===== src/rtl/stopwatch_ctrl.sv =====
// Run/pause/clear sequencer for the stopwatch digit chain: button sync/edge detect, 100 Hz prescaler, FSM.
// Optional lap/display-hold feature is built only when STOPWATCH_LAP_EN is defined.
module stopwatch_ctrl #(
    parameter int unsigned TICK_DIV = 1_000_000
) (
    input  logic       clk100_i,
    input  logic       rst_i,
    input  logic       start_btn_i,
    input  logic       clear_btn_i,
    input  logic       lap_btn_i,
    output logic       tick_o,
    output logic       clear_o,
    output logic       running_o,
    output logic       hold_o,
    output logic [1:0] state_o
);

    localparam int unsigned PRE_W = (TICK_DIV > 1) ? $clog2(TICK_DIV) : 1;
    localparam logic [PRE_W-1:0] PRE_MAX = PRE_W'(TICK_DIV - 1);

    typedef enum logic [1:0] {
        IDLE  = 2'd0,
        RUN   = 2'd1,
        PAUSE = 2'd2,
        LAP   = 2'd3
    } state_t;

    state_t           state, state_next;
    logic [PRE_W-1:0] pre, pre_next, pre_inc;
    logic             clear_next;

    logic [1:0] start_sync, clear_sync;
    logic       start_prev, clear_prev;
    logic       start_stb, clear_stb;

    // Strobes are registered, so a press acts three edges after it is first sampled.
    always_ff @(posedge clk100_i) begin
        if (rst_i) begin
            start_sync <= '0;
            clear_sync <= '0;
            start_prev <= 1'b0;
            clear_prev <= 1'b0;
            start_stb  <= 1'b0;
            clear_stb  <= 1'b0;
        end else begin
            start_sync <= {start_sync[0], start_btn_i};
            clear_sync <= {clear_sync[0], clear_btn_i};
            start_prev <= start_sync[1];
            clear_prev <= clear_sync[1];
            start_stb  <= start_sync[1] & ~start_prev;
            clear_stb  <= clear_sync[1] & ~clear_prev;
        end
    end

`ifdef STOPWATCH_LAP_EN
    logic [1:0] lap_sync;
    logic       lap_prev;
    logic       lap_stb;

    always_ff @(posedge clk100_i) begin
        if (rst_i) begin
            lap_sync <= '0;
            lap_prev <= 1'b0;
            lap_stb  <= 1'b0;
        end else begin
            lap_sync <= {lap_sync[0], lap_btn_i};
            lap_prev <= lap_sync[1];
            lap_stb  <= lap_sync[1] & ~lap_prev;
        end
    end
`else
    logic unused_lap;
    assign unused_lap = lap_btn_i;
`endif

    always_ff @(posedge clk100_i) begin
        if (rst_i) begin
            state   <= IDLE;
            pre     <= '0;
            clear_o <= 1'b0;
        end else begin
            state   <= state_next;
            pre     <= pre_next;
            clear_o <= clear_next;
        end
    end

    assign pre_inc = (pre == PRE_MAX) ? '0 : pre + PRE_W'(1);

    // The prescaler advances off the current state, so a stop on a tick cycle still wraps it.
    always_comb begin
        state_next = state;
        pre_next   = pre;
        clear_next = 1'b0;
        case (state)
            IDLE: begin
                pre_next = '0;
                if (clear_stb) begin
                    clear_next = 1'b1;
                end else if (start_stb) begin
                    state_next = RUN;
                end
            end
            RUN: begin
                pre_next = pre_inc;
                if (start_stb) begin
                    state_next = PAUSE;
`ifdef STOPWATCH_LAP_EN
                end else if (lap_stb) begin
                    state_next = LAP;
`endif
                end
            end
            PAUSE: begin
                if (clear_stb) begin
                    state_next = IDLE;
                    clear_next = 1'b1;
                    pre_next   = '0;
                end else if (start_stb) begin
                    state_next = RUN;
                end
            end
            LAP: begin
`ifdef STOPWATCH_LAP_EN
                pre_next = pre_inc;
                if (start_stb) begin
                    state_next = PAUSE;
                end else if (lap_stb) begin
                    state_next = RUN;
                end
`else
                state_next = IDLE;
                pre_next   = '0;
`endif
            end
            default: begin
                state_next = IDLE;
                pre_next   = '0;
            end
        endcase
    end

    assign running_o = (state == RUN) || (state == LAP);
    assign tick_o    = (pre == PRE_MAX) && running_o;
    assign state_o   = state;

`ifdef STOPWATCH_LAP_EN
    assign hold_o = (state == LAP);
`else
    assign hold_o = 1'b0;
`endif

endmodule


===== config.mk =====
export PLATFORM = sky130hd
export DESIGN_NAME = stopwatch_ctrl
export DESIGN_NICKNAME = d
export VERILOG_FILES = /design/src/rtl/stopwatch_ctrl.sv
export SDC_FILE = /design/constraint.sdc
export NUM_CORES = 1
export LEC_CHECK = 0
export CAP_MARGIN = 40
export CORE_AREA = 4 4 57 69
export CTS_CLUSTER_DIAMETER = 200
export DETAILED_ROUTE_END_ITERATION = 16
export DIE_AREA = 0 0 61 73
export GPL_ROUTABILITY_DRIVEN = 0
export PLACE_DENSITY = 0.7
export SLEW_MARGIN = 20
export SYNTH_ARGS = -nofsm -noshare
export SYNTH_HDL_FRONTEND = slang
export SYNTH_SLANG_ARGS = --single-unit

===== constraint.sdc =====
create_clock -name clk100_i -period 4.05 [get_ports clk100_i]
set_clock_uncertainty 0.1 [all_clocks]
set_input_delay 0.81 -clock clk100_i [delete_from_list [all_inputs] [get_ports clk100_i]]
set_output_delay 0.81 -clock clk100_i [all_outputs]
set_load 0.01 [all_outputs]

==> results of run 1 <==
[per-layer routing]
| metal | global-route usage [%] | wire length (um) | up-vias |
|---|---|---|---|
| li1 | - | - | 624 |
| met1 | 18.9 | 1290 | 605 |
| met2 | 26.6 | 1470 | 27 |
| met3 | 3.72 | 115 | 9 |
| met4 | 8.67 | 73 | 0 |
| met5 | 0 | 0 | - |
[cell usage after synthesis]
| master | number |
|---|---|
| sky130_fd_sc_hd__buf_4 | 1 |
| sky130_fd_sc_hd__buf_2 | 1 |
| sky130_fd_sc_hd__or4_2 | 1 |
| sky130_fd_sc_hd__and3_1 | 5 |
| sky130_fd_sc_hd__nand4_1 | 3 |
| sky130_fd_sc_hd__a41oi_1 | 2 |
| sky130_fd_sc_hd__inv_1 | 1 |
| sky130_fd_sc_hd__a32oi_1 | 1 |
| sky130_fd_sc_hd__o21ai_0 | 5 |
| sky130_fd_sc_hd__nor2_1 | 11 |
| sky130_fd_sc_hd__xnor2_1 | 1 |
| sky130_fd_sc_hd__a22o_1 | 2 |
| sky130_fd_sc_hd__nand3_1 | 7 |
| sky130_fd_sc_hd__a31oi_1 | 7 |
| sky130_fd_sc_hd__nand2_1 | 21 |
| sky130_fd_sc_hd__nand3b_1 | 3 |
| sky130_fd_sc_hd__or3_4 | 1 |
| sky130_fd_sc_hd__and3_4 | 1 |
| sky130_fd_sc_hd__o21a_1 | 3 |
| sky130_fd_sc_hd__a21oi_1 | 12 |
| sky130_fd_sc_hd__nand2b_1 | 3 |
| sky130_fd_sc_hd__nor4_1 | 5 |
| sky130_fd_sc_hd__ha_1 | 1 |
| sky130_fd_sc_hd__nand4_4 | 1 |
| sky130_fd_sc_hd__nor2b_1 | 10 |
| sky130_fd_sc_hd__or4b_1 | 2 |
| sky130_fd_sc_hd__a22oi_1 | 1 |
| sky130_fd_sc_hd__clkbuf_1 | 6 |
| sky130_fd_sc_hd__or4_4 | 1 |
| sky130_fd_sc_hd__mux2i_1 | 5 |
| sky130_fd_sc_hd__nor3b_1 | 3 |
| sky130_fd_sc_hd__dfxtp_1 | 31 |
| sky130_fd_sc_hd__nor3_1 | 6 |
| sky130_fd_sc_hd__a211o_1 | 1 |
| sky130_fd_sc_hd__a21o_1 | 1 |
| sky130_fd_sc_hd__nand3_2 | 1 |
| sky130_fd_sc_hd__conb_1 | 1 |
[metrics by stage]
| stage | util (%) | setup slack [ns] | power [W] | instances | area [um2] |
|---|---|---|---|---|---|
| 6_report | 49.8 | 0.757 | 0.000563 | 214 | 1630 |
| 5_1_grt | 49.8 | 0.626 | 0.000588 | 214 | 1630 |
| 4_1_cts | 49.8 | 0.781 | 0.000570 | 214 | 1630 |
| 3_5_place_dp | 47.1 | 1.10 | 0.000334 | 207 | 1550 |
| 3_3_place_gp | 47.1 | 1.11 | 0.000333 | 207 | 1550 |
| 2_1_floorplan | - | 1.78 | 0.000327 | 168 | 1440 |
[area by class of cell]
type	instances	area (um2)	share of cell area [%]
multi-input combinational	128	781	47.8
clock buffer	6	82.6	5.05
clock inverter	1	5.00	0.306
inverter	1	3.75	0.230
timing repair buffer	10	95.1	5.82
sequential	31	621	38.0
tap	37	46.3	2.83
[flip-flops by register name, summed over array words and instances, names as in the netlist]
name	cells
clear_stb	1
clear_prev	1
clear_sync	2
start_prev	1
pre	20
start_stb	1
state_o	2
start_sync	2
clear_o	1
[critical path, delay by kind of cell (launching register included)]
kind,cells,cell delay [ns]
and+or+nand+nor,3,1.20
buffers and inverters,1,0.54
DFF,1,0.37
[placed cells by master (no fill, tap or decap), drive strengths merged]
master          n
dfxtp          31
nand2          21
a21oi          12
nor2           11
nor2b          10
clkdlybuf4s50   8
nand3           8
a31oi           7
nor3            6
clkbuf          6
and3            6
nor4            5
mux2i           5
o21ai           5
nand4           4
nand3b          3
nand2b          3
nor3b           3
o21a            3
or4b            2
a41oi           2
a22o            2
buf             2
or4             2
or3             1
inv             1
a211o           1
xnor2           1
a22oi           1
a32oi           1
a21o            1
ha              1
conb            1
clkinv          1
[where the power goes]
group / internal [W] / total (W) / switching, W
clock network: 0.000133 / 0.000236 / 0.000103
registers: 0.000309 / 0.000311 / 0.00000199
logic: 0.00000803 / 0.0000163 / 0.00000828
[worst paths after layout]
kind | start | slack, ns | end | cells past startpoint
max | pre[11] | 0.76 | tick_o | 4
min | clear_prev | 0.28 | clear_stb | 1
max reg2reg | pre[11] | 1.71 | pre[19] | 6
min reg2reg | clear_prev | 0.28 | clear_stb | 1
[logic make-up after synthesis]
kind of cell    after synthesis
flops                        31
mux                           5
buf+inv                       9
other cells                   1
compound gates               35
simple gates                 85
xor+xnor                      1
fa+ha+maj                     1
==> parameters.txt, run 1 <==
Parameter                              Value

Outcome
  Run status ... completed

Logic synthesis
  Number of warnings reported in the yosys synthesis log ... 0
  Main area contributors after synthesis ... sky130_fd_sc_hd__dfxtp_1 43%, sky130_fd_sc_hd__nand2_1 5.5%, sky130_fd_sc_hd__nor2b_1 4.3%
  Cell count after synthesis ... 168
  Post-synthesis xor/xnor area fraction ... 0.608%
  Synthesized-area fraction occupied by ao, oa, aoi and oai cells ... 15.2%
  Simple logic cell fraction of the synthesized area ... 33.8%
  Synthesized Nets ... between 150 and 200
  Multiplexer share of the synthesized area ... 3.48%
  Part of the Yosys area used for sequential elements ... 43.1%
  Netlist Area Pre-Place ... between 0.001 and 0.0015 mm2
  Number of different library cells in the post-synthesis netlist ... 37
  Arithmetic-cell share of the synthesized area counting full adders, half adders and majority gates ... 0.869%
  Mean instance size in the synthesized netlist ... about 8.6 um2
  Main combinational cell family by area after synthesis ... simple AND/OR/NAND/NOR gates
  Area share of the leading cell type in the synthesized netlist ... approximately 43%
  Post-synth top area cell ... sky130_fd_sc_hd__dfxtp_1
  Number of synthesized register bits ... 31

Layout
  Nets ... 183
  Antenna cells ... 0
  P&R area growth vs syn ... 13.5%
  Share of cells above drive strength 1 ... under 10%
  Layout fillers ... around 330

Power and ir drop
  PD cells ... 345 mW/mm2
  Leakage component of the power ... between 0.5 and 0.6 nW
  Worst supply voltage drop on vdd ... 0.255 mV

Timing
  Time the worst path needs with I/O delays and setup ... around 3.3 ns
  Number of endpoints with negative hold slack in the final report ... 0
  Setup TNS ... 0 ns
  Relative slew slack ... about half
  Min Hold Slack ... 0.284 ns
  Post-route clock period utilization ... 81.3%
  Endpoints failing setup ... 0
  Fmax ... 304 MHz
  RSZ-0062 raised after global routing ... false
  Number of pins exceeding their max-slew limit in the final report ... 0
  Slew at the pin closest to its max-slew limit ... 0.742 ns

Setup path
  Critical Path Sink Type ... output pin
  Cell Chain, Critical Path ... or4b_1 > nor4_1 > and3_1 > clkdlybuf4s50_1
  Critical-path cell with the highest stage delay ... sky130_fd_sc_hd__or4b_1
  WP data arrival ... 2.38 ns
  Worst stage delay on the critical path ... 0.55 ns
  Data required time at the worst endpoint ... approximately 3.1 ns
  Critical path fanouts, max ... 6
  Critical path launch point type ... register
  Crit Path Category ... register to output pin

Flow run
  Max-cap viol count ... 0

Detailed routing
  DRT iter0 DRCs ... 87
  Residual DRC count ... 0
  Wirelength, routed ... approximately 2.9 mm
  First-pass iteration count of the detailed router ... 4
  Vias ... 1265
  Count of antenna-violating nets left after detailed routing ... 0
  Wire length per cell after detailed routing ... 13.8 um
  Via-per-instance ratio ... 5.91

Global route
  Largest net degree at the start of global routing ... 26
  Total track usage ... roughly 16%
  Initial antenna violation count ... 0
  Overall overflow remaining after global route ... 0
  Global-route wire length before repair ... between 5 and 6 mm
  Via count of the first global-routing pass ... 1312

Clock network
  Clock Sinks ... 31
  Root buf cell ... sky130_fd_sc_hd__clkbuf_8
  # H-tree levels ... 2
  Clock buffers created by TritonCTS ... 5
  Post-CTS Setup Repair Bufs ... 0
  Number of hold buffers added after CTS ... 0
  Clock tree from TritonCTS ... yes
  Number of buffers on the longest clock path ... 2
  Worst-Skew Late Latency ... 0.28 ns
  Number of instances resized during post-cts repair ... 0
  Clock-pin slew reported for the worst setup and hold paths after clock tree synthesis ... ~0.060 ns

Floorplanning
  Height of the die ... 73 um
  CORE AREA ... between 0.003 and 0.004 mm2
  Num ports ... 11
  Number of core rows ... 23
  Initial core utilization ... between 40% and 50%
  Die boundary width ... ~61 um
  Die Area ... 0.00445 mm2

Place
  Post-DP HPWL ... between 2 and 2.5 mm
  Port-buffer cells ... 8

Worst hold path
  Kind of path behind the tightest hold check ... register to register
No activity file was read; power rests on OpenSTA's default activity.
==> inputs of run 2 (changes only) <==
- clock period: 4.05 -> 3.2 ns (I/O delays scaled with it)
==> parameters.txt, run 2 (synthesized netlist as in run 1, its figures left out) <==
Parameter                              Value

Clock network
  Root buf cell ... sky130_fd_sc_hd__clkbuf_8
  # H-tree levels ... 2
  Clock-pin slew reported for the worst setup and hold paths after clock tree synthesis ... 0.06 ns
  Number of buffers on the longest clock path ... 2
  Clock buffers created by TritonCTS ... 5
  Clock tree from TritonCTS ... yes
  Number of hold buffers added after CTS ... 0
  Clock Sinks ... 31
  Worst-Skew Late Latency ... between 0.2 and 0.3 ns

Timing
  Endpoints failing setup ... 0
  RSZ-0062 raised after global routing ... false
  Number of pins exceeding their max-slew limit in the final report ... 0
  Min Hold Slack ... 0.283 ns
  Slew at the pin closest to its max-slew limit ... 0.709 ns
  Fmax ... 336 MHz
  Number of endpoints with negative hold slack in the final report ... 0
  Relative slew slack ... 52.7%
  Setup TNS ... 0 ns
  Time the worst path needs with I/O delays and setup ... 2.97 ns
  Post-route clock period utilization ... 92.9%
  Setup slack of the critical path after layout ... 0.227 ns

Setup path
  Critical path launch point type ... register
  Critical path fanouts, max ... 6
  Data required time at the worst endpoint ... 2.46 ns
  WP data arrival ... 2.23 ns
  Critical Path Sink Type ... output pin
  Crit Path Category ... register to output pin

Global route
  Total track usage ... 15.8%
  Global-route wire length before repair ... 5.26 mm
  Largest net degree at the start of global routing ... 26
  Initial antenna violation count ... 0
  Via count of the first global-routing pass ... 1262
  Overall overflow remaining after global route ... 0

Power and ir drop
  PD cells ... 449 mW/mm2
  Leakage component of the power ... 0.594 nW
  Net Sw Frac ... 20.2%
  Int Pwr ... 0.000598 W
  Switching Power ... between 0.00015 and 0.0002 W
  Portion of total power attributed to combinational logic ... 2.9%
  Clock power frac ... 44.6%
  Worst supply voltage drop on vdd ... 0.360 mV
  Sequential cell fraction of total power ... a little over half

Layout
  Final cell count without fillers ... between 200 and 250
  Area of the multi-input gates ... 787 um2
  Nets ... 185
  P&R area growth vs syn ... 15.8%
  Antenna cells ... 0
  Top library cells by usage in the layout, fill and taps aside ... 31 x sky130_fd_sc_hd__dfxtp_1, 21 x sky130_fd_sc_hd__nand2_1, 12 x sky130_fd_sc_hd__a21oi_1, 11 x sky130_fd_sc_hd__nor2_1, 10 x sky130_fd_sc_hd__nor2b_1
  Register with the most flip-flops ... pre
  Layout fillers ... 326
  Storage cell area ... a little over 600 um2
  Number of flip-flops under the largest register name ... 20
  Commonest non-fill, non-tap cell in the layout ... sky130_fd_sc_hd__dfxtp_1
  Share of cells above drive strength 1 ... 10.0%

Place
  Post-DP HPWL ... 2.21 mm
  Placed cell count ... approximately 210
  Pre-CTS setup slack ... ~0.45 ns
  Port-buffer cells ... 8

Detailed routing
  First-pass iteration count of the detailed router ... 5
  Residual DRC count ... 0
  Total routed wire length on the met1 layer ... around 1.3 mm
  Wire length per cell after detailed routing ... 14.0 um
  Total met2 wirelength after detailed routing ... around 1.5 mm
  DR WL met3 ... about 130 um
  Count of antenna-violating nets left after detailed routing ... 0
  Uppermost layer routed ... met4
  Wirelength, routed ... 3.05 mm
  Via-per-instance ratio ... 5.93
  Vias ... 1286
  DRT iter0 DRCs ... ~120

Floorplanning
  Num ports ... 11
  Number of core rows ... 23
  CORE AREA ... 0.00328 mm2
  Die boundary width ... approximately 61 um
  Height of the die ... 73 um
  Die Area ... 0.00445 mm2
  Initial core utilization ... a little over two fifths

Flow run
  Max-cap viol count ... 0

Worst hold path
  Kind of path behind the tightest hold check ... register to register

Outcome
  Run status ... completed
[run 2: final timing paths]
path	start	end	slack, ns	depth (start not counted)
min	start_prev	start_stb	0.28	1
max reg2reg	pre[4]	pre[19]	0.95	5
min reg2reg	start_prev	start_stb	0.28	1
max	pre[11]	tick_o	0.23	4
[run 2: stage by stage]
stage | utilization [%] | power (W) | instance area (um2)
global placement | 47.6 | 0.000423 | 1560
CTS | 50.6 | 0.000758 | 1660
detailed placement | 47.6 | 0.000424 | 1560
finish | 50.8 | 0.000749 | 1670
floorplan | - | 0.000414 | 1440
global route | 50.8 | 0.000776 | 1670
[run 2: power groups by stage]
stage	Sequential, W	Combinational, W	Clock, W
CTS	0.000393	0.0000220	0.000343
global placement	0.000402	0.0000211	0
finish	0.000393	0.0000217	0.000334
global route	0.000394	0.0000243	0.000358
detailed placement	0.000402	0.0000219	0
floorplan	0.000401	0.0000127	0
[run 2: repair_timing]
| item | 4_1_cts | 5_1_grt |
|---|---|---|
| setup endpoints to repair | 0 | 1 |
| buffers inserted | 0 | 0 |
| gates resized for setup | 0 | 1 |
[run 2: worst max-delay path, cell delays in order (launching register included)]
cell	delay (ns)
sky130_fd_sc_hd__dfxtp_1	0.36
sky130_fd_sc_hd__or4b_1	0.55
sky130_fd_sc_hd__nor4_2	0.26
sky130_fd_sc_hd__and3_1	0.23
sky130_fd_sc_hd__clkdlybuf4s50_1	0.54
[run 2: per-layer routing]
metal	vias to the layer above	track usage, %
met5	-	0
met3	6	4.96
met1	619	17.6
li1	632	-
met2	29	26.5
met4	0	7.95
[run 2: cell type report]
type | count | area share [%]
Multi-Input combinational cell | 128 | 47.2
Clock buffer | 8 | 6.00
Timing Repair Buffer | 12 | 6.60
Tap cell | 37 | 2.78
Sequential cell | 31 | 37.2
Inverter | 1 | 0.225
